$ cat src/rtl/mac_pkg.sv
// Shared definitions for the MAC sequencer: FSM state encoding and result-register geometry.
package mac_pkg;

    typedef enum logic [2:0] {
        S_IDLE,
        S_ISSUE,
        S_MAC,
        S_WRITE,
        S_DONE
    } state_t;

    localparam int RES_BASE   = 2;
    localparam int RES_ADDR_W = 4;
    localparam int RES_DATA_W = 16;

endpackage

$ cat src/rtl/mac_datapath.sv
// Unsigned multiply-accumulate: zero-extended product added into a wrapping accumulator.
module mac_datapath #(
    parameter int DATA_W = 8,
    parameter int ACC_W  = 16
) (
    input  logic              clk,
    input  logic              rst,
    input  logic              i_clear,
    input  logic              i_en,
    input  logic [DATA_W-1:0] i_a,
    input  logic [DATA_W-1:0] i_b,
    output logic [ACC_W-1:0]  o_sum
);

    logic [2*DATA_W-1:0] w_prod;
    logic [ACC_W-1:0]    r_acc;

    assign w_prod = {{DATA_W{1'b0}}, i_a} * {{DATA_W{1'b0}}, i_b};

    // o_sum is the value the accumulator takes on an enabled edge, so the
    // sequencer can capture the final dot product in the same cycle.
    assign o_sum = r_acc + ACC_W'(w_prod);

    always_ff @(posedge clk or posedge rst) begin
        if (rst) begin
            r_acc <= '0;
        end else if (i_clear) begin
            r_acc <= '0;
        end else if (i_en) begin
            r_acc <= o_sum;
        end
    end

endmodule

$ cat src/rtl/mac_sequencer.sv
// Sequences NUM_RESULTS dot products over a synchronous operand memory and writes each
// result into the downstream result register (mac_en=1, wr=0, address=RES_BASE+index).
module mac_sequencer
    import mac_pkg::*;
#(
    parameter int DATA_W      = 8,
    parameter int ACC_W       = 16,
    parameter int VEC_LEN     = 4,
    parameter int NUM_RESULTS = 8,
    parameter int RES_BASE    = mac_pkg::RES_BASE,
    parameter int ADDR_W      = 5
) (
    input  logic                  clk,
    input  logic                  rst,
    input  logic                  start,
    output logic                  busy,
    output logic                  done,
    output logic                  op_rd,
    output logic [ADDR_W-1:0]     op_addr,
    input  logic [DATA_W-1:0]     a_data,
    input  logic [DATA_W-1:0]     b_data,
    output logic                  res_mac_en,
    output logic                  res_wr,
    output logic [RES_ADDR_W-1:0] res_address,
    output logic [ACC_W-1:0]      res_din
);

    localparam int R_W = (NUM_RESULTS > 1) ? $clog2(NUM_RESULTS) : 1;
    localparam int E_W = (VEC_LEN > 1) ? $clog2(VEC_LEN) : 1;

    state_t                r_state;
    state_t                w_next;
    logic [R_W-1:0]        r_row;
    logic [E_W-1:0]        r_elem;
    logic [RES_ADDR_W-1:0] r_res_address;
    logic [ACC_W-1:0]      r_res_din;
    logic [ACC_W-1:0]      w_sum;
    logic                  w_clear;
    logic                  w_acc_en;
    logic                  w_last_elem;
    logic                  w_last_row;

    assign w_last_elem = (r_elem == E_W'(VEC_LEN - 1));
    assign w_last_row  = (r_row == R_W'(NUM_RESULTS - 1));

    assign op_addr     = ADDR_W'(r_row) * ADDR_W'(VEC_LEN) + ADDR_W'(r_elem);
    assign res_wr      = 1'b0;
    assign res_address = r_res_address;
    assign res_din     = r_res_din;

    mac_datapath #(
        .DATA_W (DATA_W),
        .ACC_W  (ACC_W)
    ) u_datapath (
        .clk     (clk),
        .rst     (rst),
        .i_clear (w_clear),
        .i_en    (w_acc_en),
        .i_a     (a_data),
        .i_b     (b_data),
        .o_sum   (w_sum)
    );

    always_ff @(posedge clk or posedge rst) begin
        if (rst) begin
            r_state <= S_IDLE;
        end else begin
            r_state <= w_next;
        end
    end

    always_comb begin
        w_next     = r_state;
        busy       = 1'b0;
        done       = 1'b0;
        op_rd      = 1'b0;
        res_mac_en = 1'b0;
        w_clear    = 1'b0;
        w_acc_en   = 1'b0;
        case (r_state)
            S_IDLE: begin
                if (start) begin
                    w_next  = S_ISSUE;
                    w_clear = 1'b1;
                end
            end
            S_ISSUE: begin
                busy   = 1'b1;
                op_rd  = 1'b1;
                w_next = S_MAC;
            end
            S_MAC: begin
                busy     = 1'b1;
                w_acc_en = 1'b1;
                w_next   = w_last_elem ? S_WRITE : S_ISSUE;
            end
            S_WRITE: begin
                busy       = 1'b1;
                res_mac_en = 1'b1;
                w_clear    = 1'b1;
                w_next     = w_last_row ? S_DONE : S_ISSUE;
            end
            S_DONE: begin
                busy   = 1'b1;
                done   = 1'b1;
                w_next = S_IDLE;
            end
            default: w_next = S_IDLE;
        endcase
    end

    // The result is captured on the last MAC edge so it is already stable throughout WRITE;
    // address and data then hold until the next result overwrites them.
    always_ff @(posedge clk or posedge rst) begin
        if (rst) begin
            r_row         <= '0;
            r_elem        <= '0;
            r_res_address <= '0;
            r_res_din     <= '0;
        end else begin
            case (r_state)
                S_IDLE: begin
                    if (start) begin
                        r_row  <= '0;
                        r_elem <= '0;
                    end
                end
                S_MAC: begin
                    if (w_last_elem) begin
                        r_res_din     <= w_sum;
                        r_res_address <= RES_ADDR_W'(RES_BASE) + RES_ADDR_W'(r_row);
                    end else begin
                        r_elem <= r_elem + 1'b1;
                    end
                end
                S_WRITE: begin
                    if (!w_last_row) begin
                        r_row  <= r_row + 1'b1;
                        r_elem <= '0;
                    end
                end
                default: ;
            endcase
        end
    end

endmodule

$ cat config.mk
export PLATFORM = sky130hd
export DESIGN_NAME = mac_sequencer
export DESIGN_NICKNAME = d
export VERILOG_FILES = /design/src/rtl/mac_pkg.sv /design/src/rtl/mac_datapath.sv /design/src/rtl/mac_sequencer.sv
export SDC_FILE = /design/constraint.sdc
export NUM_CORES = 1
export LEC_CHECK = 0
export BUFFER_PORTS_ARGS = -buffer_cell sky130_fd_sc_hd__clkbuf_2
export CAP_MARGIN = 20
export CORE_ASPECT_RATIO = 1.1
export CORE_MARGIN = 2
export CORE_UTILIZATION = 60
export CTS_BUF_LIST = sky130_fd_sc_hd__clkbuf_16
export CTS_CLUSTER_SIZE = 28
export DETAILED_ROUTE_END_ITERATION = 16
export PLACE_DENSITY = 0.81
export SKIP_CTS_REPAIR_TIMING = 1
export SYNTH_ARGS = -nofsm -noshare
export SYNTH_HDL_FRONTEND = slang
export SYNTH_SLANG_ARGS = --single-unit
$ cat constraint.sdc
create_clock -name clk -period 4.8 [get_ports clk]
set_input_delay 0.48 -clock clk [delete_from_list [all_inputs] [get_ports clk]]
set_output_delay 0.48 -clock clk [all_outputs]
set_load 0.01 [all_outputs]
# Word level (Yosys, flattened, before mapping)
# Cells that the tools add are included.
[word_totals]
inputBits = 19
output_inout_bits = 30
register_bits = 44
[classes]
reduce_logical = 8
addsub = 5
n_mux = 20
eq_ne = 9
multipliers = 1
[ops]
columns = ["operator", "count"]
rows = [
  ["2-to-1 mux 16 bit", 2],
  ["adder 16 bit", 1],
  ["multiplier 8 x 8 -> 16 bit", 1],
  ["2-to-1 mux 3 bit", 4],
  ["case mux 3 bit (4 select lines)", 1],
  ["2-to-1 mux 2 bit", 4],
  ["== test 3 x 2 -> 1 bit, second input constant", 2],
  ["== test 3 bit, second input constant", 2],
  ["2-to-1 mux 1 bit", 6],
  ["inequality test 2 bit, second input constant", 3],
  ["case mux 2 bit (3 select lines)", 1],
  ["case mux 3 bit (2 select lines)", 1],
  ["adder 5 x 2 -> 5 bit", 1],
  ["adder 2 x 3 -> 4 bit, first input constant", 1],
  ["AND reduction 4 bit", 1],
  ["nonzero test 2 bit", 2],
  ["OR reduction 4 bit", 1],
  ["adder 3 x 1 -> 3 bit, second input constant", 1],
  ["== test 3 x 1 -> 1 bit, second input constant", 1],
  ["logical NOT 3 bit", 1],
  ["AND reduction 3 bit", 1],
  ["nonzero test 3 bit", 1],
  ["adder 2 x 1 -> 2 bit, second input constant", 1],
  ["== test 2 bit, second input constant", 1],
  ["2 further kinds", 2],
]

# Logic depth before layout (Yosys ltp)
[logic_depth]
ltp_word = 4
mapped_depth = 16

# Hierarchy
# A second synthesis with hierarchy kept.
[hier_totals]
hier_cells = 474
hier_area_um2 = 4551.9
[by_module_without_submodules]
columns = ["mod", "instances", "cells_each", "area_per_inst_um2"]
rows = [
  ["mac_datapath", 1, 373, 3259.4],
  ["mac_sequencer", 1, 101, 1292.5],
]

# Worst setup path before layout
# Ideal clock, no wire load.
[synth_path]
path_type = "input-to-reg"
startpoint = "input port b_data[7]"
endpoint = "register u_datapath.r_acc[13]"
cell_stages = 14
arrival_time_ns = 4.265
setup_ns = 0.122
path_slack_ns = 0.413
cell_sequence = "and2_1 fa_1 fa_1 fa_1 inv_1 fa_1 inv_1 ha_1 buf_6 a211oi_2 nor2_1 or2_0 or3_1 a32o_1"
[synth_between]
elab_chain_len = 4
[synth_rtl]
columns = ["element", "line_no", "rtl"]
rows = [
  ["start: declaration", "mac_sequencer.sv:21", "input logic [DATA_W-1:0] b_data,"],
  ["multiplier 8 x 8 -> 16 bit", "mac_datapath.sv:18", "assign w_prod = {{DATA_W{1'b0}}, i_a} * {{DATA_W{1'b0}}, i_b};"],
  ["adder 16 bit", "mac_datapath.sv:22", "assign o_sum = r_acc + ACC_W'(w_prod);"],
  ["2-to-1 mux 16 bit", "mac_datapath.sv:29", "end else if (i_en) begin"],
  ["2-to-1 mux 16 bit", "mac_datapath.sv:27", "end else if (i_clear) begin"],
  ["end signal: assignment", "mac_datapath.sv:30", "r_acc <= o_sum;"],
  ["end: declaration", "mac_datapath.sv:16", "logic [ACC_W-1:0] r_acc;"],
]
# Every way passes these cells. The select of a mux whose other input is x is not followed.
# A chain may end at the register's enable or synchronous reset.

# Worst setup path in the final report
[layout_path]
startpoint = "input port b_data[7]"
endpoint = "register r_res_din[14], in the netlist res_din[14]"
[layout_between]
elab_chain_len = 2
[layout_rtl]
columns = ["element", "line_no", "rtl"]
rows = [
  ["multiplier 8 x 8 -> 16 bit", "mac_datapath.sv:18", ""],
  ["adder 16 bit", "mac_datapath.sv:22", ""],
  ["end signal: assignment", "mac_sequencer.sv:130", "r_res_din <= w_sum;"],
  ["end: declaration", "mac_sequencer.sv:36", "logic [ACC_W-1:0] r_res_din;"],
]
# Every way passes these cells.

==> summary.md <==
| Metric | Value |
|---|---|
| Routed WL | `9550 um` |
| Max Buffers Root-to-Sink | `2` |
| Vias in the first global route | `3594` |
| Seq cells post-synth | `44` |
| DRT antenna net count | `0` |
| Core Area | `0.007087 sq mm` |
| Initial antenna violation count | `0` |
| Final Hold Violating Endpoints | `0` |
| CP most frequent cell | `fa_1` |
| Setup Skew | `0.006704 ns` |
| Worst EP required | `4.96 ns` |
| First-pass DRT Iterations | `4` |
| IO Pins | `49` |
| Distinct cells, synth | `53` |
| First-pass GRT wire length | `16720 um` |
| Via Count | `3477` |
| DRC errors left | `0` |
| Post-Place Worst Slack | `0.05560 ns` |
| Filler cells | `546` |
| CP bufs+invs | `3` |
| Total Die Area | `0.008132 sq mm` |
| Starting Density | `62.87%` |
| Post-synth EDFFs | `0` |
| Final Max Tran Viols | `0` |
| Sum Neg Setup Slack | `0 ns` |
| Vias per cell | `5.476` |
| CTS root buf | `clkbuf_16` |
| # port buffers | `47` |
| Share of post-route cells with drive strength above 1 | `12.73%` |
| Worst-path fanout max | `8` |
| Worst hold-check path type | `primary input to asynchronous set/reset pin` |
| Outcome | `finished clean` |
| Slowest stage delay, CP | `0.55 ns` |
| Final setup fails | `0` |
| # nets final | `658` |
| H-tree Lvls | `2` |
| Mapped Area | `0.004456 sq mm` |
| Min Tclk post-route | `4.467 ns` |
| Grt ovf | `0` |
| Slew @ Worst Pin | `0.9856 ns` |
| Gpl congestion | `0.8730` |
| # diodes | `0` |
| Crit path max-delay family | `adder cells` |
| Crit path DAT | `4.63 ns` |
| Max-Cap Viols | `0` |
| DR WL/cell | `15.04 um` |
| Cell Rows | `32` |
| Die width | `86.17 um` |
| All-Layer GR Usage | `25.90%` |
| Startpoint Class | `primary input` |
| CP Capture Type | `flop` |
| RSZ-0062 raised after global routing | `false` |
| Worst-skew pair later-pin latency | `0.28 ns` |
| Fmax | `223.9 MHz` |
| Async SR Flop Fraction | `100.0%` |
| Cell breakdown of the critical path | `clkbuf_2, and2_1, fa_1, fa_1, fa_1, inv_1, fa_1, inv_1, ha_1, and3_2, and3_1, nand3_2, and4_1, or3_1` |
| Placed Area | `0.004785 sq mm` |
| Crit-path slowest cell | `fa_1` |
| Mapped Cells | `502` |
| TritonCTS buffer count | `5` |
| Sequential area share after synthesis | `24.71%` |
| Net count after synthesis | `610` |
| Initial DRC Count | `117` |
| Crit path kind | `primary input to flop` |
| Final instance area | `0.004922 sq mm` |
| Die height | `94.38 um` |
| Clock slew at reported path FFs | `0.06 ns` |
| Final setup margin | `0.3331 ns` |
| Syn Area/Cell | `8.876 sq um` |
| Area delta synth->final | `10.47%` |
| Largest net degree at the start of global routing | `45` |
| Post-DP HPWL | `7755 um` |
| Max-slew headroom | `34.13%` |
| Crit share post-route | `93.06%` |
| Clk sinks | `44` |
| Ys flop type | `dfrtp_1` |
| Yosys warns | `0` |
| CTS tree | `built` |
[cells by family after synthesis]
logic type	synth area share, %
other	0.08417
buffers and inverters	9.548
flip-flops	24.71
XOR/XNOR	1.966
multiplexers	0.4774
adder cells (fa/ha/maj)	33.42
AND/OR/NAND/NOR	19.63
AO/OA/AOI/OAI	10.17
[synth_stat cells (5+ instances only)]
library cell	number	area (sq um)
xnor2_1	5	43.79
fa_1	50	1001
and2_1	34	212.7
xor2_1	5	43.79
nand2_1	82	307.8
a21oi_1	16	80.08
inv_1	96	360.4
dfrtp_1	44	1101
nor2_1	15	56.30
nor2b_1	7	43.79
nand2b_1	6	37.54
o21ai_0	24	120.1
ha_1	39	488.0
clkbuf_1	7	26.28
nand3_1	8	40.04
[final cells by class]
| cell class | count | area [sq um] | area share (%) |
|---|---|---|---|
| flip-flops and latches | 44 | 1101 | 22.37 |
| well taps | 85 | 106.4 | 2.161 |
| clock inverters | 2 | 12.51 | 0.2542 |
| repair buffers | 54 | 287.8 | 5.846 |
| multi-input cells | 349 | 2929 | 59.51 |
| clock buffers | 5 | 125.1 | 2.542 |
| inverters | 96 | 360.3 | 7.321 |
[registers in the layout (all words and copies together) (netlist names)]
| name | cells |
|---|---|
| u_datapath.r_acc | 16 |
| res_address | 4 |
| r_elem | 2 |
| r_state | 3 |
| res_din | 16 |
| r_row | 3 |
[worst register-to-register path, stage by stage (launching register included)]
cell and delay [ns]:
dfrtp_1 0.36, inv_1 0.07, fa_1 0.53, inv_1 0.05, fa_1 0.50, inv_1 0.05
fa_1 0.47, fa_1 0.55, inv_1 0.04, ha_1 0.36, a21oi_1 0.23, o211ai_1 0.19
a21oi_1 0.32, mux2i_1 0.28, o211ai_1 0.12
[metal layers]
| layer | wire length [um] | track usage [%] | up-vias |
|---|---|---|---|
| met5 | 0 | 0 | - |
| met4 | 131 | 5.556 | 0 |
| met3 | 351 | 3.234 | 13 |
| met2 | 4857 | 45.93 | 88 |
| met1 | 4208 | 34.18 | 1691 |
| li1 | - | - | 1685 |
[worst paths after layout]
| kind | from | endpoint | slack (ns) | cells past startpoint |
|---|---|---|---|---|
| max | b_data[7] | res_din[14] | 0.33 | 14 |
| min | rst | r_row[1] | 0.32 | 3 |
| max reg2reg | u_datapath.r_acc[6] | res_din[10] | 0.54 | 14 |
| min reg2reg | res_address[2] | res_address[2] | 0.47 | 2 |
| max in group asynchronous | rst | u_datapath.r_acc[15] | 4.10 | 3 |
| min in group clk | res_address[2] | res_address[2] | 0.47 | 2 |
[metrics by stage]
step | hold slack [ns] | util, % | cells
after floorplan | 0.4498 | - | 502
after global placement | 0.4581 | 67.51 | 628
after detailed placement | 0.4619 | 67.51 | 628
after CTS | 0.3326 | 69.46 | 635
after global routing | 0.3706 | 69.46 | 635
final | 0.3156 | 69.46 | 635
[placed cells by master, fill, tap and decap left out, types with 2 or more instances in the layout]
cell type  instances
o211ai_1           3
ha_1              39
buf_4              7
a21oi_1           16
nor4_1             2
nor2b_1            7
clkbuf_16          5
dfrtp_1           44
a21o_1             4
and3_1             4
nand2_1           82
clkbuf_2          47
xor2_1             5
nor3b_1            2
o2111ai_1          2
and2_1            34
a22o_1             4
fa_1              50
inv_1             95
nand3b_1           2
a211oi_1           2
o21ai_0           24
nand3_1            8
nor3_1             4
xnor2_1            5
nor2_1            15
a31o_2             2
a32o_1             2
or3_1              3
nand2b_1           6
Power is left out: the tool's default activity adds up to more than one toggle a clock period on the data nets, which glitch-free logic cannot reach.
